<file path="config.mk">
export PLATFORM = sky130hd
export DESIGN_NAME = div_prescale
export DESIGN_NICKNAME = d
export VERILOG_FILES = /design/src/rtl/div_prescale.sv
export SDC_FILE = /design/constraint.sdc
export NUM_CORES = 1
export LEC_CHECK = 0
export CAP_MARGIN = 30
export CORE_UTILIZATION = 35
export CTS_BUF_LIST = sky130_fd_sc_hd__clkbuf_4 sky130_fd_sc_hd__clkbuf_8
export DETAILED_ROUTE_END_ITERATION = 10
export PLACE_DENSITY_LB_ADDON = 0.1
export SYNTH_ARGS = -nofsm -noshare
export SYNTH_HDL_FRONTEND = slang
export SYNTH_SLANG_ARGS = --single-unit
</file>
<file path="constraint.sdc">
create_clock -name clk -period 3.9 [get_ports clk]
set_input_delay 1.17 -clock clk [delete_from_list [all_inputs] [get_ports clk]]
set_output_delay 1.17 -clock clk [all_outputs]
set_load 0.03 [all_outputs]
</file>
<file path="src/rtl/div_prescale.sv">
// Operand pre-scaler for the Goldschmidt divider: shifts the divisor left until its MSB
// is set, records the shift count, and looks up an 8-bit reciprocal seed.
module div_prescale (
    input  logic       clk,
    input  logic       rst,
    input  logic       in_valid,
    output logic       in_ready,
    input  logic [7:0] a,
    input  logic [7:0] b,
    output logic       out_valid,
    input  logic       out_ready,
    output logic [7:0] a_q,
    output logic [7:0] b_n,
    output logic [2:0] shamt,
    output logic [7:0] seed,
    output logic       div0
);

    typedef enum logic [1:0] {StIdle, StShift, StHold} state_e;

    state_e     state_q, state_d;
    logic [7:0] dividend_q, dividend_d;
    logic [7:0] divisor_q, divisor_d;
    logic [2:0] shamt_q, shamt_d;
    logic [7:0] seed_q, seed_d;
    logic       div0_q, div0_d;

    // Reciprocal of each divisor bin midpoint (8 + i + 0.5) / 16, as unsigned Q1.7.
    function automatic logic [7:0] seed_lut(input logic [2:0] idx);
        logic [7:0] val;
        unique case (idx)
            3'd0:    val = 8'd241;
            3'd1:    val = 8'd216;
            3'd2:    val = 8'd195;
            3'd3:    val = 8'd178;
            3'd4:    val = 8'd164;
            3'd5:    val = 8'd152;
            3'd6:    val = 8'd141;
            default: val = 8'd132;
        endcase
        return val;
    endfunction

    always_comb begin
        state_d    = state_q;
        dividend_d = dividend_q;
        divisor_d  = divisor_q;
        shamt_d    = shamt_q;
        seed_d     = seed_q;
        div0_d     = div0_q;
        unique case (state_q)
            StIdle: begin
                if (in_valid) begin
                    dividend_d = a;
                    divisor_d  = b;
                    shamt_d    = 3'd0;
                    div0_d     = 1'b0;
                    // A zero divisor can never normalise, so skip straight to the result.
                    if (b == 8'd0) begin
                        div0_d  = 1'b1;
                        seed_d  = 8'd0;
                        state_d = StHold;
                    end else begin
                        state_d = StShift;
                    end
                end
            end
            StShift: begin
                if (divisor_q[7]) begin
                    seed_d  = seed_lut(divisor_q[6:4]);
                    state_d = StHold;
                end else begin
                    divisor_d = {divisor_q[6:0], 1'b0};
                    shamt_d   = shamt_q + 3'd1;
                end
            end
            StHold: begin
                if (out_ready) begin
                    state_d = StIdle;
                end
            end
            default: state_d = StIdle;
        endcase
    end

    always_ff @(posedge clk) begin
        if (rst) begin
            state_q    <= StIdle;
            dividend_q <= 8'd0;
            divisor_q  <= 8'd0;
            shamt_q    <= 3'd0;
            seed_q     <= 8'd0;
            div0_q     <= 1'b0;
        end else begin
            state_q    <= state_d;
            dividend_q <= dividend_d;
            divisor_q  <= divisor_d;
            shamt_q    <= shamt_d;
            seed_q     <= seed_d;
            div0_q     <= div0_d;
        end
    end

    assign in_ready  = (state_q == StIdle) && !rst;
    assign out_valid = (state_q == StHold);
    assign a_q       = dividend_q;
    assign b_n       = divisor_q;
    assign shamt     = shamt_q;
    assign seed      = seed_q;
    assign div0      = div0_q;

endmodule

</file>
==> impl_results.md <==
* # rows at 21
* Status: finished clean
* Fillers at 322
* Sequential area share after synthesis at 47.52%
* Synth cell count leaders: 30 x dfxtp_1, 14 x a22o_1, 12 x a21oi_1
* Total clock buffers created by CTS at 5
* Vias at 1,139
* R2R depth at 3
* # H-tree levels at 2
* Total power after layout at 0.7011 mW
* Crit path required time at 2.73 ns
* Synth area leaders: dfxtp_1 48%, a22o_1 9.7%, a21oi_1 4.8%, nand3_1 3.6%, a22oi_1 3.6%
* WL final at 3.013 mm
* I/O Pins at 50
* First DRT Iteration DRCs at 27
* Most common cell in the netlist: dfxtp_1
* Area of the mapped netlist at 1264 sq um
* Max-cap violations at 0
* RePlAce Congestion at 0.7250
* Chip width at 62.09 um
* Layout cells sized above 1 at 12.94%
* Main flop type after synthesis: dfxtp_1
* Buffers added on ports at 49
* CP Launch Type: input port
* Fin. max-slew vios at 0
* Worst-skew pair later-pin latency at 0.32 ns
* Crit path DAT at 2.05 ns
* Endpoint type of the worst setup path: output pin
* Yosys warns at 0
* Vias per cell at 5.273
* # DRC at 0
* Final min period at 3.224 ns
* R2R setup slack at 2.23 ns
* HP Class: reg2reg
* Syn nets at 143
* F_max at 310.2 MHz
* 1st-pass router iterations at 4
* Min-delay src: div0
* RSZ-0062 raised after global routing: no
* Pleak at 0.6790 nW
* Crit share post-route at 82.66%
* Maximum vdd drop at 0.2250 mV
* Setup Buffers After CTS at 0
* Unique masters post-synth at 39
* Clock tree sinks at 30
* Vias in the first global route at 1,018
* DP HPWL at 2.183 mm
* Critical path peak fanout at 2
* Initial Utilization at 37.28%
* Final Setup Violations at 0
* Nets@finish at 192
* Async set-reset flop share out of synthesis at 0%
* Layout area overhead at 43.66%
* Worst-Margin Slew at 0.7022 ns
* Total grt overflow at 0
* Cell taking the most area after synthesis: dfxtp_1
* Avg Inst Size Synth at 10.36 sq um
* Pwr/cell area at 386.2 nW/um^2
* GRT Total Usage at 16.70%
* Clk buf depth at 2
* First-pass GRT wire length at 4.602 mm
* Initial antenna violation count at 0
* Largest net degree at the start of global routing at 15
* #FFs+latches synth at 30
* Post-synth EDFFs at 0
* Critical path type: in2out
* Rel. slew slack at 53.01%
* Die Y at 62.09 um
* Hold Path Sink: div0
* Antenna viol nets, final at 0
* Core Util, Final at 53.56%
* Hold_buf cts at 0
* Wire per inst at 13.95 um
* Clock transition at the registers of the reported paths at 0.07 ns
* Post-Route Setup TNS at 0 ns
* Core area at 3390 sq um
* FF-to-FF End: b_n[0]
* Top cell type's share of synthesized area at 47.52%
* PostCTS Resize Cnt at 0
* Gate count of the mapped netlist at 122
* Fin Clk Skew at 0.01112 ns
* Final Hold Fails at 0
* Clock Tree Root: clkbuf_4
* Worst hold path depth at 1
* CTS tree: built
* Reg-to-reg critical path startpoint: state_q[1]
* Diode count at 0
* Die area at 3855 sq um
[kinds of logic (layout without fill, tap and decap cells)]
kind of cell / Yosys count / count (layout) / synth area share [%]
adders and majority gates: 1 / 1 / 0.9899
buffers and inverters: 11 / 59 / 5.049
DFF: 30 / 30 / 47.53
AOI/OAI and AO/OA: 46 / 46 / 27.72
muxes: 1 / 1 / 0.8910
and+or+nand+nor: 33 / 33 / 17.82
[registers in the layout, indices dropped and copies added (netlist names)]
register,count
a_q,8
b_n,8
div0,1
seed,8
shamt,3
state_q,2
[worst max-delay path by stage]
stage               from  cells past startpoint        to  slack (ns)
global placement     rst                      3  in_ready        0.70
detailed placement   rst                      3  in_ready        0.69
finish               rst                      3  in_ready        0.68
floorplan            rst                      1  in_ready        0.88
global route         rst                      3  in_ready        0.65
CTS                  rst                      3  in_ready        0.68
[metrics by stage]
step	setup slack (ns)	instances	area, sq um	hold WS (ns)
after floorplan	0.8777	122	1264	0.6065
after global placement	0.7016	210	1764	0.4527
after detailed placement	0.6925	210	1764	0.4552
after CTS	0.6776	216	1815	0.4738
after global routing	0.6506	216	1815	0.5094
final	0.6763	216	1815	0.4728
[critical path: stages]
cell and delay (ns):
clkdlybuf4s50_1 0.43, nor3_1 0.23, buf_4 0.22
[final cells by class]
type	count	area (sq um)	area share (%)
inverter	3	11.26	0.6203
tap	46	57.56	3.170
clock buffer	6	51.30	2.826
multi-input combinational	81	599.3	33.01
timing repair buffer	50	495.5	27.29
sequential	30	600.6	33.08
[placed cells by master, fill, tap and decap left out, types with 2 or more instances in the layout]
cell type,n
a21oi_1,12
inv_1,3
nor2_1,4
clkbuf_4,5
o21ai_0,3
nor3_1,2
a22o_1,14
a22oi_1,6
a32o_1,2
nand3_1,9
dfxtp_1,30
nor4_2,2
clkdlybuf4s50_1,48
nand2_1,2
buf_4,2
nand2b_1,3
[layer usage]
metal | track usage, % | vias up | part of all wire, %
met5 | 0 | - | 0
met3 | 7.039 | 5 | 4.4
met1 | 21.84 | 542 | 48
li1 | - | 563 | -
met4 | 5.714 | 0 | 1.4
met2 | 24.62 | 29 | 46
[report_power, final]
part           switching, mW  internal, mW
clock network         0.0966        0.0811
logic                 0.0910        0.0823
registers             0.0233         0.327
total                  0.211         0.490
Note: power is estimated with default switching activity, not from simulation.
